## config.mk

```make
export PLATFORM = sky130hd
export DESIGN_NAME = signed_window_stats
export DESIGN_NICKNAME = d
export VERILOG_FILES = /design/src/rtl/signed_window_stats.sv
export SDC_FILE = /design/constraint.sdc
export NUM_CORES = 1
export LEC_CHECK = 0
export CAP_MARGIN = 20
export CORE_ASPECT_RATIO = 0.5
export CORE_MARGIN = 2
export CORE_UTILIZATION = 60
export CTS_CLUSTER_DIAMETER = 200
export DETAILED_ROUTE_END_ITERATION = 7
export PLACE_DENSITY = 0.87
export SLEW_MARGIN = 0
export SYNTH_ARGS = -nofsm -noshare
export SYNTH_HDL_FRONTEND = slang
export SYNTH_SLANG_ARGS = --single-unit
```

## constraint.sdc

```tcl
create_clock -name clk -period 8.3 [get_ports clk]
set_input_delay 1.66 -clock clk [delete_from_list [all_inputs] [get_ports clk]]
set_output_delay 1.66 -clock clk [all_outputs]
set_load 0.01 [all_outputs]
```

## src/rtl/signed_window_stats.sv

```systemverilog
// -----------------------------------------------------------------------------
// signed_window_stats
//
// Collects a window of WINDOW signed 8-bit samples from the ADC sample path
// (after offset-binary to two's-complement conversion) and reports the
// maximum, minimum, peak-to-peak and floored mean of that window once it
// closes. A window can run as a single shot or restart continuously.
//
// Ports
//   clk           system clock, all state changes on its rising edge
//   rst_n         asynchronous active-low reset
//   sample_in     signed two's-complement sample
//   sample_en     sample_in is valid this cycle (ignored while idle)
//   start         one-cycle pulse, opens a window when idle
//   mode_cont     1 = reopen a fresh window as soon as one closes
//   clear         synchronous abort of the window in progress
//   busy          a window is in progress
//   result_valid  one-cycle pulse, result outputs were updated this cycle
//   max_out       signed maximum of the last completed window
//   min_out       signed minimum of the last completed window
//   vpp_out       unsigned max_out - min_out (0..255)
//   mean_out      signed floor(sum / WINDOW) of the last completed window
// -----------------------------------------------------------------------------
module signed_window_stats #(
  parameter int WINDOW      = 1024,
  parameter int LOG2_WINDOW = 10
) (
  input  logic       clk,
  input  logic       rst_n,
  input  logic [7:0] sample_in,
  input  logic       sample_en,
  input  logic       start,
  input  logic       mode_cont,
  input  logic       clear,
  output logic       busy,
  output logic       result_valid,
  output logic [7:0] max_out,
  output logic [7:0] min_out,
  output logic [8:0] vpp_out,
  output logic [7:0] mean_out
);

  localparam logic ST_IDLE  = 1'b0;
  localparam logic ST_ACCUM = 1'b1;

  // Sum of WINDOW 8-bit signed values needs LOG2_WINDOW extra bits.
  localparam int SUM_W = 8 + LOG2_WINDOW;

  localparam logic [LOG2_WINDOW-1:0] LAST_COUNT = LOG2_WINDOW'(WINDOW - 1);

  // Running extremes start at the opposite ends of the range so the first
  // accepted sample always replaces them.
  localparam logic signed [7:0] MAX_INIT = 8'sh80;
  localparam logic signed [7:0] MIN_INIT = 8'sh7F;

  // ---------------------------------------------------------------------------
  // State
  // ---------------------------------------------------------------------------
  logic                    state_q,        state_d;
  logic [LOG2_WINDOW-1:0]  count_q,        count_d;
  logic signed [7:0]       run_max_q,      run_max_d;
  logic signed [7:0]       run_min_q,      run_min_d;
  logic signed [SUM_W-1:0] sum_q,          sum_d;
  logic                    result_valid_q, result_valid_d;
  logic [7:0]              max_out_q,      max_out_d;
  logic [7:0]              min_out_q,      min_out_d;
  logic [8:0]              vpp_out_q,      vpp_out_d;
  logic [7:0]              mean_out_q,     mean_out_d;

  // ---------------------------------------------------------------------------
  // Accumulator update including the sample offered this cycle. The closing
  // sample must be part of the result, so the result path uses these values
  // rather than the registered ones.
  // ---------------------------------------------------------------------------
  logic signed [7:0]       sample_s;
  logic signed [SUM_W-1:0] sample_ext;
  logic signed [7:0]       acc_max;
  logic signed [7:0]       acc_min;
  logic signed [SUM_W-1:0] acc_sum;
  logic                    accept;
  logic                    closing;

  assign sample_s   = sample_in;
  assign sample_ext = {{LOG2_WINDOW{sample_in[7]}}, sample_in};
  assign acc_max    = (sample_s > run_max_q) ? sample_s : run_max_q;
  assign acc_min    = (sample_s < run_min_q) ? sample_s : run_min_q;
  assign acc_sum    = sum_q + sample_ext;
  assign accept     = (state_q == ST_ACCUM) && sample_en;
  assign closing    = accept && (count_q == LAST_COUNT);

  // ---------------------------------------------------------------------------
  // Next-state logic
  // ---------------------------------------------------------------------------
  always_comb begin
    state_d        = state_q;
    count_d        = count_q;
    run_max_d      = run_max_q;
    run_min_d      = run_min_q;
    sum_d          = sum_q;
    result_valid_d = 1'b0;
    max_out_d      = max_out_q;
    min_out_d      = min_out_q;
    vpp_out_d      = vpp_out_q;
    mean_out_d     = mean_out_q;

    if (clear) begin
      // Abort wins over start and over a closing sample; the partial window
      // is dropped and the previous results stay visible.
      state_d = ST_IDLE;
    end else begin
      case (state_q)
        ST_IDLE: begin
          if (start) begin
            state_d   = ST_ACCUM;
            count_d   = '0;
            run_max_d = MAX_INIT;
            run_min_d = MIN_INIT;
            sum_d     = '0;
          end
        end

        ST_ACCUM: begin
          if (closing) begin
            result_valid_d = 1'b1;
            max_out_d      = acc_max;
            min_out_d      = acc_min;
            // max >= min always holds, so the 9-bit difference is 0..255.
            vpp_out_d      = {acc_max[7], acc_max} - {acc_min[7], acc_min};
            // Arithmetic shift right by LOG2_WINDOW floors toward -inf; the
            // 8 bits above the shift are the complete in-range quotient.
            mean_out_d     = acc_sum[LOG2_WINDOW +: 8];

            // Fresh accumulators on the closing edge so a sample in the very
            // next cycle already counts towards the following window.
            count_d   = '0;
            run_max_d = MAX_INIT;
            run_min_d = MIN_INIT;
            sum_d     = '0;
            state_d   = mode_cont ? ST_ACCUM : ST_IDLE;
          end else if (accept) begin
            count_d   = count_q + LOG2_WINDOW'(1);
            run_max_d = acc_max;
            run_min_d = acc_min;
            sum_d     = acc_sum;
          end
        end

        default: begin
          state_d = ST_IDLE;
        end
      endcase
    end
  end

  // ---------------------------------------------------------------------------
  // Registers
  // ---------------------------------------------------------------------------
  always_ff @(posedge clk or negedge rst_n) begin
    if (!rst_n) begin
      state_q        <= ST_IDLE;
      count_q        <= '0;
      run_max_q      <= MAX_INIT;
      run_min_q      <= MIN_INIT;
      sum_q          <= '0;
      result_valid_q <= 1'b0;
      max_out_q      <= '0;
      min_out_q      <= '0;
      vpp_out_q      <= '0;
      mean_out_q     <= '0;
    end else begin
      state_q        <= state_d;
      count_q        <= count_d;
      run_max_q      <= run_max_d;
      run_min_q      <= run_min_d;
      sum_q          <= sum_d;
      result_valid_q <= result_valid_d;
      max_out_q      <= max_out_d;
      min_out_q      <= min_out_d;
      vpp_out_q      <= vpp_out_d;
      mean_out_q     <= mean_out_d;
    end
  end

  // ---------------------------------------------------------------------------
  // Outputs
  // ---------------------------------------------------------------------------
  assign busy         = (state_q == ST_ACCUM);
  assign result_valid = result_valid_q;
  assign max_out      = max_out_q;
  assign min_out      = min_out_q;
  assign vpp_out      = vpp_out_q;
  assign mean_out     = mean_out_q;

endmodule

```

==> results.py <==
metrics = {
    "global_route": {
        "grt_max_degree": 80,
        "gr-usage-all-layers": 0.295,
        "grt-ovfl-total": 0,
        "antenna_found_initial": 0,
        "grt_pass1_vias": 3882,
        "grt_pass1_wl_mm": 19.4,
    },
    "drt": {
        "wl_per_cell_um": 17.6,
        "drc": 0,
        "num_vias": 4038,
        "drt-pass1-iter-count": 6,
        "post_drt_via_cell_ratio": 6.20,
        "postRouteAntennaNets": 0,
        "wl_mm": 11.4,
        "drt_iter0_drc": 318,
    },
    "job": {
        "cap_violations": 0,
    },
    "critical_path": {
        "start_kind": "input pin",
        "critPathArrivalTime_ns": 6.59,
        "cp_max_fo": 15,
        "cpPeakStageDelay_ns": 0.79,
        "crit_required_ns": 8.53,
        "worst-path-buf-inv": 1,
        "cp_slowest_cell": "clkdlybuf4s50_1",
        "cp_top_family": "compound AO/OA/AOI/OAI gates",
        "path_class": "input pin to flip-flop",
        "crit_chain": "clkdlybuf4s50_1, ha_1, nor4b_1, a21oi_1, nor2_1, nor2_1, a21oi_1, ha_1, nor2b_1, o21ai_0, a21boi_0, o2111ai_1, o221ai_2, a41oi_1, xor2_1, o21ai_1",
        "end_kind": "flip-flop",
    },
    "clock_network": {
        "htreeDepth": 3,
        "clkLatencyLatePin_ns": 0.34,
        "ctsLongestPathBuffers": 2,
        "hold_buffers": 0,
        "cts_sinks": 79,
        "cts-root-buf": "clkbuf_16",
        "path_clk_slew_ns": 0.06,
        "cts_made_buffers": 9,
        "cts.repair.resized": 0,
        "cts_setup_buffers": 0,
        "cts_tree": "done",
    },
    "sta": {
        "clock.fmax_ghz": 0.157,
        "fin_crit_sh": 0.767,
        "finalWorstSetupSlack_ns": 1.94,
        "fin_skew_ns": 0.00557,
        "slew_headroom": 0.398,
        "setup_viol": 0,
        "slew_violations": 0,
        "period_needed_ns": 6.36,
        "rsz0062_at_grt": "false",
        "setup_tns_ns": 0,
        "tightest_slew_ns": 0.899,
        "whs_ns": 0.466,
        "finalHoldViolations": 0,
    },
    "place": {
        "placed_cells": 634,
        "dp_slack_ns": 1.88,
        "portBuffers": 48,
        "hpwlAfterDp_mm": 7.68,
        "gp_congestion": 0.963,
    },
    "logic_synthesis": {
        "seq_area_frac_synth": 0.425,
        "synth_nets": 559,
        "netlist_instances": 503,
        "synth_top_cell_area_share": 0.380,
        "synth.avg_cell_area_um2": 9.30,
        "syn-cell-area_mm2": 0.00468,
        "ys_ff_latch": 79,
        "synth-edff-count": 0,
        "synth_area_leader_cell": "dfrtp_1",
        "ys_types": 61,
        "yosys-top-cells-area": "dfrtp_1, ha_1, nand2_1, dfstp_2, o21ai_0",
        "synthArstFlopShare": 1.00,
        "synth-warning-count": 0,
        "yosys_most_used_dff": "dfrtp_1",
    },
    "floorplanning": {
        "io_pins": 49,
        "rows": 22,
        "die_area_mm2": 0.00856,
        "coreArea_mm2": 0.00743,
        "initial_core_util": 0.629,
        "die_y_um": 66.4,
        "die_w_um": 129,
    },
    "power_and_ir_drop": {
        "ir_drop_v": 0.000131,
        "p_per_area_mw_per_mm2": 254,
        "leakagePower_nw": 2.67,
    },
    "final_layout": {
        "final_common_cell": "nand2_1",
        "final_cell_mix": "nand2_1, dfrtp_1, clkdlybuf4s50_1, ha_1, o21ai_0",
        "diodes": 0,
        "layout-drive-gt1-share": 0.0829,
        "fin_nets": 606,
        "final_util": 0.752,
        "area_delta_synth_final_pct": 19.6,
        "fin_cells": 651,
    },
    "run_status": {
        "run_status": "finished clean",
    },
    "hold_path": {
        "hp-class": "flip-flop to flip-flop",
    },
}
-- Yosys cell counts (3+ instances only) --
cell type / n
ha_1: 40
and2_1: 3
xnor2_1: 13
a21o_1: 9
a22oi_1: 6
nand4_1: 7
a22o_1: 9
a21oi_1: 28
nand2_1: 82
a211oi_1: 3
clkbuf_1: 14
o21ai_1: 10
nor2_1: 27
dfrtp_1: 71
inv_1: 27
mux2_2: 5
nor2b_1: 5
dfstp_2: 8
o31ai_1: 6
o22ai_1: 4
nor3_1: 4
o21ai_0: 39
nand3_1: 14
xor2_1: 12
mux2i_1: 6
o21bai_1: 3
or3_1: 4
-- through the flow --
stage | total power (W) | instance area [µm²]
2_1_floorplan | 0.000845 | 4680
3_3_place_gp | 0.000942 | 5240
3_5_place_dp | 0.000968 | 5240
4_1_cts | 0.00141 | 5560
5_1_grt | 0.00150 | 5590
6_report | 0.00142 | 5590
-- worst paths after layout --
path                                          startpoint                  endpoint  slack (ns)  depth (start not counted)
worst max register to register  run_min_q[1]$_DFFE_PN1P_    vpp_out[7]$_DFFE_PN0P_        3.60                         16
worst min-delay path             mean_out[3]$_DFFE_PN0P_   mean_out[3]$_DFFE_PN0P_        0.47                          2
worst max-delay path                        sample_in[7]    vpp_out[7]$_DFFE_PN0P_        1.94                         16
min in group asynchronous                          rst_n      sum_q[3]$_DFFE_PN0P_        1.12                          1
worst min register to register   mean_out[3]$_DFFE_PN0P_   mean_out[3]$_DFFE_PN0P_        0.47                          2
max in group asynchronous                          rst_n  run_min_q[6]$_DFFE_PN1P_        6.59                          2
-- final cells by class --
type                    instances  area [µm²]
clock inverters                 3        65.1
multi-input cells             380        2520
clock buffers                  13         260
flip-flops and latches         79        1990
well taps                      96         120
fillers                       499        1840
inverters                      27         101
repair buffers                 53         536
-- sequential cells by signal (all words and copies together), names as in the netlist --
signal        cells
min_out           8
vpp_out           9
run_max_q         8
result_valid      1
count_q          10
mean_out          8
sum_q            18
run_min_q         8
busy              1
max_out           8
-- kinds of logic after synthesis --
| family | count (synthesis) | share of synthesized area |
|---|---|---|
| mux | 12 | 0.0281 |
| compound gates | 138 | 0.190 |
| fa+ha+maj | 42 | 0.116 |
| buf+inv | 44 | 0.0356 |
| simple gates | 163 | 0.159 |
| flops | 79 | 0.425 |
| xor+xnor | 25 | 0.0468 |
-- power breakdown --
| part | leakage, nW | internal [W] | total, W | switching (W) |
|---|---|---|---|---|
| Combinational | 1.45 | 0.000215 | 0.000535 | 0.000320 |
| Clock | 0.160 | 0.000280 | 0.000433 | 0.000154 |
| Sequential | 1.06 | 0.000427 | 0.000450 | 0.0000233 |
-- per-layer routing --
layer | share of wire | vias up | track usage
li1 | - | 1878 | -
met1 | 0.44 | 1966 | 0.399
met4 | 0.018 | 0 | 0.0829
met3 | 0.074 | 22 | 0.0655
met5 | 0 | - | 0
met2 | 0.47 | 172 | 0.483
-- worst register-to-register path, stage by stage, from the launching register on --
cell and delay [ns]:
dfstp_2 0.52, inv_1 0.06, ha_1 0.27, a2111oi_1 0.49, nor4_1 0.16, nor2_1 0.73, nor2_1 0.08, a21oi_1 0.33
ha_1 0.30, nor2b_1 0.13, o21ai_0 0.27, a21boi_0 0.26, o2111ai_1 0.28, o221ai_2 0.16, a41oi_1 0.27, xor2_1 0.20
o21ai_1 0.07
Power figures use the tool's default switching activity.
